$ cat src/rtl/cpu_debug_unit_if.sv
// Board-side signal bundle of the debug unit: buttons/switches, CPU debug taps, LED/7-seg outputs.
interface cpu_debug_unit_if;
  logic        succ, step, m_rf, inc, dec;
  logic [2:0]  sel;
  logic [11:0] status;
  logic [31:0] m_data, rf_data, pc_in, pc_out, instr, rf_rd1, rf_rd2, alu_y, m_rd;
  logic        cpu_en;
  logic [7:0]  m_rf_addr;
  logic [15:0] led;
  logic [7:0]  an, seg;

  modport master (
    output succ, step, m_rf, inc, dec, sel, status,
    output m_data, rf_data, pc_in, pc_out, instr, rf_rd1, rf_rd2, alu_y, m_rd,
    input  cpu_en, m_rf_addr, led, an, seg
  );

  modport slave (
    input  succ, step, m_rf, inc, dec, sel, status,
    input  m_data, rf_data, pc_in, pc_out, instr, rf_rd1, rf_rd2, alu_y, m_rd,
    output cpu_en, m_rf_addr, led, an, seg
  );
endinterface

$ cat src/rtl/cpu_debug_unit.sv
// Debug unit beside the single-cycle CPU: button conditioning, CPU clock enable,
// read-address counter, LED status and scanned 8-digit hex display.

// One conditioned input: 2-flop sync + debounce; EDGE=1 turns the level into a press pulse.
module cpu_debug_unit_db #(
  parameter int DB_CYCLES = 1_000_000,
  parameter bit EDGE      = 1'b0
) (
  input  logic clk,
  input  logic rst,
  input  logic raw,
  output logic out
);
  localparam int CW = $clog2(DB_CYCLES + 1);

  logic [1:0]    sync;
  logic [1:0]    vld_pipe;
  logic [CW-1:0] cnt;
  logic          level, level_q, arm;

  always_ff @(posedge clk or negedge rst) begin
    if (!rst) begin
      sync     <= '0;
      vld_pipe <= '0;
      cnt      <= '0;
      level    <= 1'b0;
      level_q  <= 1'b0;
      arm      <= 1'b0;
    end else begin
      sync     <= {sync[0], raw};
      vld_pipe <= {vld_pipe[0], 1'b1};
      // a button held through reset stays disarmed until it is seen released
      arm      <= arm | (vld_pipe[1] & ~sync[1]);
      level_q  <= level;
      if (sync[1] == level)
        cnt <= '0;
      else if (cnt == CW'(DB_CYCLES - 1)) begin
        cnt   <= '0;
        level <= sync[1];
      end else
        cnt <= cnt + CW'(1);
    end
  end

  assign out = EDGE ? (level & ~level_q & arm) : level;
endmodule

module cpu_debug_unit #(
  parameter int DB_CYCLES = 1_000_000,
  parameter int SCAN_DIV  = 100_000
) (
  input  logic             clk,
  input  logic             rst,
  cpu_debug_unit_if.slave  dbg
);
  localparam int SW = $clog2(SCAN_DIV + 1);

  // [0] step pulse, [1] inc pulse, [2] dec pulse, [3] succ level, [4] m_rf level
  logic [4:0]    raw, cond;
  logic          cpu_en;
  logic [7:0]    addr, an, seg;
  logic [15:0]   led;
  logic [SW-1:0] div;
  logic [2:0]    digit;
  logic [31:0]   v;

  assign raw = {dbg.m_rf, dbg.succ, dbg.dec, dbg.inc, dbg.step};

  for (genvar i = 0; i < 5; i++) begin : g_db
    cpu_debug_unit_db #(.DB_CYCLES(DB_CYCLES), .EDGE(i < 3)) u_db (
      .clk (clk),
      .rst (rst),
      .raw (raw[i]),
      .out (cond[i])
    );
  end

  always_comb begin
    v = 32'h0;
    case (dbg.sel)
      3'd0: v = cond[4] ? dbg.m_data : dbg.rf_data;
      3'd1: v = dbg.pc_in;
      3'd2: v = dbg.pc_out;
      3'd3: v = dbg.instr;
      3'd4: v = dbg.rf_rd1;
      3'd5: v = dbg.rf_rd2;
      3'd6: v = dbg.alu_y;
      default: v = dbg.m_rd;
    endcase
  end

  function automatic logic [7:0] glyph(input logic [3:0] n);
    case (n)
      4'h0: glyph = 8'hC0; 4'h1: glyph = 8'hF9; 4'h2: glyph = 8'hA4; 4'h3: glyph = 8'hB0;
      4'h4: glyph = 8'h99; 4'h5: glyph = 8'h92; 4'h6: glyph = 8'h82; 4'h7: glyph = 8'hF8;
      4'h8: glyph = 8'h80; 4'h9: glyph = 8'h90; 4'hA: glyph = 8'h88; 4'hB: glyph = 8'h83;
      4'hC: glyph = 8'hC6; 4'hD: glyph = 8'hA1; 4'hE: glyph = 8'h86; default: glyph = 8'h8E;
    endcase
  endfunction

  always_ff @(posedge clk or negedge rst) begin
    if (!rst) begin
      cpu_en <= 1'b0;
      addr   <= '0;
      led    <= '0;
      div    <= '0;
      digit  <= '0;
      an     <= 8'hFF;
      seg    <= 8'hFF;
    end else begin
      cpu_en <= cond[3] | cond[0];
      case ({cond[1], cond[2]})
        2'b10:   addr <= addr + 8'd1;
        2'b01:   addr <= addr - 8'd1;
        default: addr <= addr;
      endcase
      led <= (dbg.sel == 3'd0) ? {8'h00, addr} : {4'h0, dbg.status};
      // the digit pattern is refreshed once per slot, sampling V at that moment
      if (div == SW'(SCAN_DIV - 1)) begin
        div   <= '0;
        digit <= digit + 3'd1;
        an    <= ~(8'b1 << digit);
        seg   <= glyph(v[{digit, 2'b00} +: 4]);
      end else
        div <= div + SW'(1);
    end
  end

  assign dbg.cpu_en    = cpu_en;
  assign dbg.m_rf_addr = addr;
  assign dbg.led       = led;
  assign dbg.an        = an;
  assign dbg.seg       = seg;
endmodule

$ cat src/flat_wrapper.sv
// flat-port wrapper written by rule: the top's interface ports become plain ports
module cpu_debug_unit_flat 
#(
  parameter int DB_CYCLES = 1_000_000,
  parameter int SCAN_DIV  = 100_000
)
  (clk, rst, dbg_succ, dbg_step, dbg_m_rf, dbg_inc, dbg_dec, dbg_sel, dbg_status, dbg_m_data, dbg_rf_data, dbg_pc_in, dbg_pc_out, dbg_instr, dbg_rf_rd1, dbg_rf_rd2, dbg_alu_y, dbg_m_rd, dbg_cpu_en, dbg_m_rf_addr, dbg_led, dbg_an, dbg_seg);
  cpu_debug_unit_if dbg_i ();
  input  logic clk;
  input  logic rst;
  input wire logic [$bits(dbg_i.succ)-1:0] dbg_succ;
  input wire logic [$bits(dbg_i.step)-1:0] dbg_step;
  input wire logic [$bits(dbg_i.m_rf)-1:0] dbg_m_rf;
  input wire logic [$bits(dbg_i.inc)-1:0] dbg_inc;
  input wire logic [$bits(dbg_i.dec)-1:0] dbg_dec;
  input wire logic [$bits(dbg_i.sel)-1:0] dbg_sel;
  input wire logic [$bits(dbg_i.status)-1:0] dbg_status;
  input wire logic [$bits(dbg_i.m_data)-1:0] dbg_m_data;
  input wire logic [$bits(dbg_i.rf_data)-1:0] dbg_rf_data;
  input wire logic [$bits(dbg_i.pc_in)-1:0] dbg_pc_in;
  input wire logic [$bits(dbg_i.pc_out)-1:0] dbg_pc_out;
  input wire logic [$bits(dbg_i.instr)-1:0] dbg_instr;
  input wire logic [$bits(dbg_i.rf_rd1)-1:0] dbg_rf_rd1;
  input wire logic [$bits(dbg_i.rf_rd2)-1:0] dbg_rf_rd2;
  input wire logic [$bits(dbg_i.alu_y)-1:0] dbg_alu_y;
  input wire logic [$bits(dbg_i.m_rd)-1:0] dbg_m_rd;
  output wire logic [$bits(dbg_i.cpu_en)-1:0] dbg_cpu_en;
  output wire logic [$bits(dbg_i.m_rf_addr)-1:0] dbg_m_rf_addr;
  output wire logic [$bits(dbg_i.led)-1:0] dbg_led;
  output wire logic [$bits(dbg_i.an)-1:0] dbg_an;
  output wire logic [$bits(dbg_i.seg)-1:0] dbg_seg;
  assign dbg_i.succ = dbg_succ;
  assign dbg_i.step = dbg_step;
  assign dbg_i.m_rf = dbg_m_rf;
  assign dbg_i.inc = dbg_inc;
  assign dbg_i.dec = dbg_dec;
  assign dbg_i.sel = dbg_sel;
  assign dbg_i.status = dbg_status;
  assign dbg_i.m_data = dbg_m_data;
  assign dbg_i.rf_data = dbg_rf_data;
  assign dbg_i.pc_in = dbg_pc_in;
  assign dbg_i.pc_out = dbg_pc_out;
  assign dbg_i.instr = dbg_instr;
  assign dbg_i.rf_rd1 = dbg_rf_rd1;
  assign dbg_i.rf_rd2 = dbg_rf_rd2;
  assign dbg_i.alu_y = dbg_alu_y;
  assign dbg_i.m_rd = dbg_m_rd;
  assign dbg_cpu_en = dbg_i.cpu_en;
  assign dbg_m_rf_addr = dbg_i.m_rf_addr;
  assign dbg_led = dbg_i.led;
  assign dbg_an = dbg_i.an;
  assign dbg_seg = dbg_i.seg;
  cpu_debug_unit #(.DB_CYCLES(DB_CYCLES), .SCAN_DIV(SCAN_DIV)) u_core (.clk(clk), .rst(rst), .dbg(dbg_i));
endmodule
$ cat config.mk
export PLATFORM = sky130hd
export DESIGN_NAME = cpu_debug_unit_flat
export DESIGN_NICKNAME = d
export VERILOG_FILES = /design/src/rtl/cpu_debug_unit_if.sv /design/src/rtl/cpu_debug_unit.sv /design/src/flat_wrapper.sv
export SDC_FILE = /design/constraint.sdc
export NUM_CORES = 1
export LEC_CHECK = 0
export ABC_AREA = 1
export CORE_MARGIN = 2
export CORE_UTILIZATION = 39
export DETAILED_ROUTE_END_ITERATION = 6
export MAX_ROUTING_LAYER = met4
export PLACE_DENSITY = 0.65
export SLEW_MARGIN = 20
export SYNTH_ARGS = -nofsm -noshare
export SYNTH_HDL_FRONTEND = slang
export SYNTH_SLANG_ARGS = --single-unit
$ cat constraint.sdc
create_clock -name clk -period 4.2 [get_ports clk]
set_input_delay 0.84 -clock clk [delete_from_list [all_inputs] [get_ports clk]]
set_output_delay 0.84 -clock clk [all_outputs]
set_load 0.02 [all_outputs]
==> results_dict.tcl, run 1 <==
set metrics [dict create \
    status "completed" \
    place_area_um2 15400 \
    path_depth 22 \
    async_flop_share_pct 100 \
    busiest_layer "met2" \
    rsz0062_at_grt "no" \
    drv_cap 0 \
    ys_warn_count 0 \
    crit_family "simple AND/OR/NAND/NOR gates" \
    hold_depth 0 \
    vias 12300 \
    power_density_nw_per_um2 257 \
    rrSetupSlack_ns 1.19 \
    fin_crit_sh_pct 81.4 \
    syn_inst 1724 \
    drc_errors 0 \
    slew_headroom_pct 38.0 \
    cts_tree "yes" \
    cts.sinks 179 \
    synth_edf_count 0 \
    rr_endpoint "u_core.dbg.seg[3]$_DFFE_PN1N_" \
    seq_area_um2 4500 \
    dieArea_um2 31300 \
    tightestPinTransition_ns 0.928 \
    cp_cell_sequence "clkdlybuf4s50_1 > inv_4 > nand2_2 > nor2_4 > buf_4 > nand2_1 > nand2_1 > nor2_1 > nand2_1 > nand2_1 > nand3_1 > nand2_1 > nand2_1 > nand2_1 > inv_1 > ha_1 > nand2_2 > nand2_1 > nand2_1 > nand2_1 > nand2_1 > nand2_1" \
    hold_end "u_core.g_db[2].u_db.sync[1]$_DFF_PN0_" \
    synth_area_um2 11700 \
    wl_um 42200 \
    ys_seq_elements 179 \
    max_stage_delay_ns 0.63 \
    grt_max_degree 71 \
    grtUsageMet3_pct 5.26 \
    drive_above_1_share_pct 4.79 \
    drt_iter0_markers 909 \
    hold_violations 0 \
    synth_ff_type "dfrtp_1" \
    die_y_um 177 \
    grtUsageMet2_pct 43.7 \
    yosysUniqueCellTypes 45 \
    layout_min_cycle_time_ns 3.42 \
    hold_start "u_core.g_db[2].u_db.sync[0]$_DFF_PN0_" \
    core-area_um2 29600 \
    io_buffers 345 \
    grt_pass1_vias 12100 \
    htreeDepth 4 \
    first_pass_iters 5 \
    syn2layout_area_growth_pct 37.7 \
    antenna_found_initial 5 \
    crit_top_cell "nand2_1" \
    worstSetupEndpointType "flop" \
    gp_congestion 1.02 \
    wl_per_cell_um 17.2 \
    finalSetupViolations 0 \
    insertion_delay_ns 0.44 \
    final_cell_area_um2 16100 \
    grt_pass1_wl_um 65700 \
    ant_nets 0 \
    clkTransAtPathRegs_ns 0.08 \
    rows 63 \
    place_hpwl_um 33300 \
    cp_num_buf_inv 4 \
    ys_seq_area_share_pct 38.5 \
    peakVddDrop_mv 0.183 \
    grt_overflow 0 \
    cts_setup_buffers 0 \
    fill_cells 2893 \
    holdWs_ns 0.351 \
    cts_buffer_depth 2 \
    clock-root-buffer "clkbuf_16" \
    initial_core_util_pct 39.5 \
    power_leakage_uw 0.00765 \
    critical_path_class "input port to flop" \
    clock_skew_ns 0.0174 \
    hp-class "flop to flop" \
    avgSynthCellArea_um2 6.77 \
    die_x_um 177 \
    nets 2388 \
    num_io_pins 351 \
    reg2reg_depth 20 \
    met1_usage_pct 36.6 \
    crit_arrival_ns 3.79 \
    critPathMaxFanout 15 \
    track_usage_pct 28.0 \
    multiInputGateArea_um2 6110 \
    cts_made_buffers 17 \
    required_ns 4.57 \
    slowest_stage "clkdlybuf4s50_1" \
    fmax_mhz 292 \
    viasPerCell 4.98 \
    postCtsResizedCells 0 \
    slew_violations 0 \
    setup.worst_path.start_class "input port" \
    hold_buffers 0 \
    tns_ns 0 \
    worstReg2RegStart "u_core.g_db[4].u_db.out$_DFFE_PN0P_" \
]
[placed cells by master, fill, tap and decap left out, types with 3 or more instances in the layout]
master and count:
clkdlybuf4s50_1 343, nand2_1 566, diode_2 5, nand3_1 75, o21bai_1 6, nand2_2 4, inv_6 4, xnor2_1 12
and3_1 5, o21ai_0 91, nor4_1 18, nor2_1 258, clkbuf_16 17, nor3b_1 6, mux2_2 5, ha_1 25
o21ai_1 9, nand4_1 73, clkinv_1 4, clkinv_8 6, dfrtp_1 164, nor3_1 39, o21a_1 4, a31oi_1 3
inv_1 175, conb_1 6, a21oi_1 57, xor2_1 20, buf_4 22, dfstp_2 15, nand3_2 3
[sequential cells by signal, indices dropped and copies added (netlist names), 7 cells and up]
name and count:
u_core.dbg.led 12, u_core.g_db.u_db.cnt 100, u_core.dbg.an 8, u_core.dbg.seg 7
u_core.div 17, u_core.dbg.m_rf_addr 8, u_core.g_db.u_db.sync 10
[worst max-delay path by stage]
| stage | from | to | slack [ns] |
|---|---|---|---|
| after floorplan | dbg_sel[0] | u_core.dbg.seg[0]$_DFFE_PN1N_ | 1.42 |
| after global placement | dbg_sel[1] | u_core.dbg.seg[3]$_DFFE_PN1N_ | 0.45 |
| after detailed placement | dbg_sel[1] | u_core.dbg.seg[0]$_DFFE_PN1N_ | 0.36 |
| after CTS | dbg_sel[1] | u_core.dbg.seg[0]$_DFFE_PN1N_ | 0.80 |
| after global routing | dbg_sel[1] | u_core.dbg.seg[0]$_DFFE_PN1N_ | 0.50 |
| final | dbg_sel[1] | u_core.dbg.seg[5]$_DFFE_PN1N_ | 0.78 |
[kinds of logic (layout without fill, tap and decap cells)]
kind of cell | after synthesis | count (layout) | share of synthesized area [%]
compound gates | 174 | 174 | 7.80
xor+xnor | 32 | 32 | 2.40
fa+ha+maj | 26 | 26 | 2.85
buf+inv | 246 | 583 | 9.27
flops | 179 | 179 | 38.5
mux | 5 | 5 | 0.482
other cells | 2 | 11 | 0.0643
simple gates | 1060 | 1060 | 38.6
[synth_stat cells, types with 2 or more instances]
| master | count | area share (%) |
|---|---|---|
| conb_1 | 2 | 0.064 |
| xnor2_1 | 12 | 0.90 |
| mux2_2 | 5 | 0.48 |
| a31oi_1 | 3 | 0.16 |
| nand4_1 | 73 | 3.9 |
| dfrtp_1 | 164 | 35 |
| nand2_2 | 4 | 0.21 |
| dfstp_2 | 15 | 3.4 |
| nor2_1 | 259 | 8.3 |
| xor2_1 | 20 | 1.5 |
| nand3_1 | 75 | 3.2 |
| nor3b_1 | 6 | 0.39 |
| buf_2 | 29 | 1.2 |
| o21ai_0 | 91 | 3.9 |
| clkinv_1 | 4 | 0.13 |
| o21a_1 | 4 | 0.26 |
| nand3b_1 | 2 | 0.13 |
| a21oi_1 | 57 | 2.4 |
| clkbuf_1 | 12 | 0.39 |
| nand3_2 | 3 | 0.26 |
| inv_2 | 2 | 0.064 |
| nand3_4 | 2 | 0.30 |
| nor3_4 | 2 | 0.28 |
| inv_1 | 175 | 5.6 |
| and3_1 | 5 | 0.27 |
| o21bai_1 | 6 | 0.39 |
| nand2_1 | 566 | 18 |
| nor2_4 | 2 | 0.19 |
| buf_4 | 12 | 0.77 |
| nor3_1 | 39 | 1.7 |
| buf_6 | 10 | 0.96 |
| o21ai_1 | 9 | 0.39 |
| nor4_1 | 18 | 0.96 |
| ha_1 | 25 | 2.7 |
[cell type report]
class / instances / area share (%)
Clock buffer: 17 / 2.65
Sequential cell: 179 / 28.0
Antenna cell: 5 / 0.0779
Clock inverter: 15 / 1.21
Multi-Input combinational cell: 1303 / 38.0
Inverter: 182 / 4.27
Timing Repair Buffer: 369 / 22.7
Tap cell: 390 / 3.04
[per-stage QoR]
stage	util [%]	setup slack [ns]	total power (µW)	instances
after floorplan	-	1.42	2080	1728
after global placement	52.2	0.448	2520	2423
after detailed placement	52.2	0.358	2520	2423
after CTS	54.3	0.799	4170	2455
after global routing	54.4	0.495	4320	2460
final	54.4	0.779	4130	2460
[layer usage]
metal  vias up  part of all wire (%)
met1      5591                    46
met4         0                   2.9
met2       433                    45
met5         -                     0
met3        74                   6.6
li1       6165                     -
[report_power, final]
group	total (µW)	switching, µW	internal (µW)
logic	739	361	378
registers	1760	12.9	1750
clock network	1630	815	819
Note: power is estimated with default switching activity, not from simulation.
==> run 2, diff against run 1 <==
==> constraint.sdc (replaced) <==
create_clock -name clk -period 3.5 [get_ports clk]
set_input_delay 0.7 -clock clk [delete_from_list [all_inputs] [get_ports clk]]
set_output_delay 0.7 -clock clk [all_outputs]
set_load 0.02 [all_outputs]
==> run 2 against run 1 <==
Against the previous run: flip-flop and latch count unchanged; cell area up 1.0%; setup slack worse by 0.28 ns; utilization up 0.55 points; sequential share of layout area down 0.28 points; worst hold slack worse by 0.069 ns; die area unchanged; routed wire length up 0.62%; clock-buffer cell count unchanged; non-clock buffer count up 8; combinational power up 21%; sequential power up 20%.
==> results_dict.tcl, run 2 (same netlist as run 1, synthesis figures left out) <==
set metrics [dict create \
    status "completed" \
    setup_ws_ns 0.497 \
    drive_above_1_share_pct 5.16 \
    grt_max_degree 76 \
    cts_setup_buffers 0 \
    antenna_found_initial 8 \
    num_io_pins 351 \
    fin_crit_sh_pct 85.8 \
    rrSetupSlack_ns 0.75 \
    first_pass_iters 6 \
    grt_pass1_vias 12100 \
    power_density_nw_per_um2 309 \
    critPathMaxFanout 15 \
    die_y_um 177 \
    slew_violations 0 \
    largest_registers "u_core.g_db.u_db.cnt: 100 flops, u_core.div: 17 flops, u_core.dbg.led: 12 flops" \
    initial_core_util_pct 39.5 \
    finalSetupViolations 0 \
    peakVddDrop_mv 0.356 \
    track_usage_pct 28.5 \
    critical_path_class "input port to flop" \
    cts.sinks 179 \
    slew_headroom_pct 52.7 \
    nets 2396 \
    rows 63 \
    fmax_mhz 333 \
    layout_commonest_cell "nand2_1" \
    cts_tree "yes" \
    core-area_um2 29600 \
    drt_iter0_markers 826 \
    dp_slack_ns 0.0857 \
    die_x_um 177 \
    layout_min_cycle_time_ns 3.00 \
    clock_skew_ns 0.0153 \
    viasPerCell 5.03 \
    clock-root-buffer "clkbuf_16" \
    cts_buffer_depth 2 \
    ant_nets 0 \
    required_ns 3.85 \
    tns_ns 0 \
    syn2layout_area_growth_pct 39.1 \
    io_buffers 345 \
    setup.worst_path.start_class "input port" \
    insertion_delay_ns 0.43 \
    power_uw 5010 \
    tightestPinTransition_ns 0.709 \
    wl_per_cell_um 17.2 \
    worstSetupEndpointType "flop" \
    grt_pass1_wl_um 66700 \
    drc_errors 0 \
    largest_reg_flops 100 \
    dieArea_um2 31300 \
    hp-class "input port to asynchronous set/reset pin" \
    max_stage_delay_ns 0.63 \
    wl_um 42500 \
    fin_cells 2471 \
    drv_cap 0 \
    place_hpwl_um 33700 \
    grt_overflow 0 \
    postCtsResizedCells 0 \
    rsz0062_at_grt "no" \
    cts_made_buffers 17 \
    htreeDepth 4 \
    hold_violations 0 \
    cp_cell_sequence "clkdlybuf4s50_1 > buf_4 > nand3_4 > o21ai_0 > nor2_1 > nand2_1 > nand2_1 > nand3_1 > nand2_1 > nand2_1 > nand2_1 > ha_1 > nand3_1 > nand2_1 > nand2_1 > nand2_1 > nand2_1 > nand2_1" \
    place_inst 2431 \
    clkTransAtPathRegs_ns 0.09 \
    regMostFlops "u_core.g_db.u_db.cnt" \
    post-route-util_pct 54.9 \
    gp_congestion 1.05 \
    crit_top_cell "nand2_1" \
    vias 12400 \
    power_leakage_uw 0.00772 \
    crit_arrival_ns 3.36 \
    final_cell_mix "nand2_1 (566), clkdlybuf4s50_1 (343), nor2_1 (258)" \
    slowest_stage "clkdlybuf4s50_1" \
    hold_buffers 0 \
]
## run 2: area by class of cell
| class | count | area [µm²] |
|---|---|---|
| antenna | 8 | 20.0 |
| clock buffer | 17 | 425 |
| clock inverter | 15 | 214 |
| fill | 2903 | 13300 |
| inverter | 182 | 686 |
| multi-input combinational | 1303 | 6110 |
| sequential | 179 | 4500 |
| tap | 390 | 488 |
| timing repair buffer | 377 | 3790 |
## run 2: per-layer routing
layer	part of all wire, %	global-route usage [%]	vias up
met5	0	-	-
met4	2.4	8.99	0
met3	8.3	7.37	63
met2	45	44.2	445
met1	44	36.4	5741
li1	-	-	6187
## run 2: metrics by stage
step                cell area, µm²  hold slack [ns]
global route                 16200            0.320
detailed placement           15600            0.337
finish                       16200            0.282
global placement             15600            0.332
CTS                          16200            0.306
floorplan                    11700            0.331
## run 2: path summary, 6_finish.rpt
path / startpoint / to / cells past startpoint
setup reg to reg: u_core.g_db[4].u_db.out$_DFFE_PN0P_ / u_core.dbg.seg[3]$_DFFE_PN1N_ / 21
hold reg to reg: u_core.g_db[0].u_db.sync[0]$_DFF_PN0_ / u_core.g_db[0].u_db.sync[1]$_DFF_PN0_ / 0
min in group clk: u_core.g_db[0].u_db.sync[0]$_DFF_PN0_ / u_core.g_db[0].u_db.sync[1]$_DFF_PN0_ / 0
setup / recovery: dbg_sel[0] / u_core.dbg.seg[3]$_DFFE_PN1N_ / 18
max in group asynchronous: rst / u_core.g_db[2].u_db.cnt[9]$_DFF_PN0_ / 2
hold / removal: rst / u_core.g_db[3].u_db.cnt[3]$_DFF_PN0_ / 1
## run 2: power breakdown
group          internal [µW]  total (µW)  switching (µW)
logic                    464         897             434
registers               2100        2110            15.6
clock network            999        2000             999
total                   3560        5010            1450
## run 2: critical path, delay by kind of cell
| family | cells | cell delay (ns) |
|---|---|---|
| adders and majority gates | 1 | 0.31 |
| AOI/OAI and AO/OA | 1 | 0.26 |
| buffers and inverters | 2 | 0.84 |
| and+or+nand+nor | 14 | 1.22 |
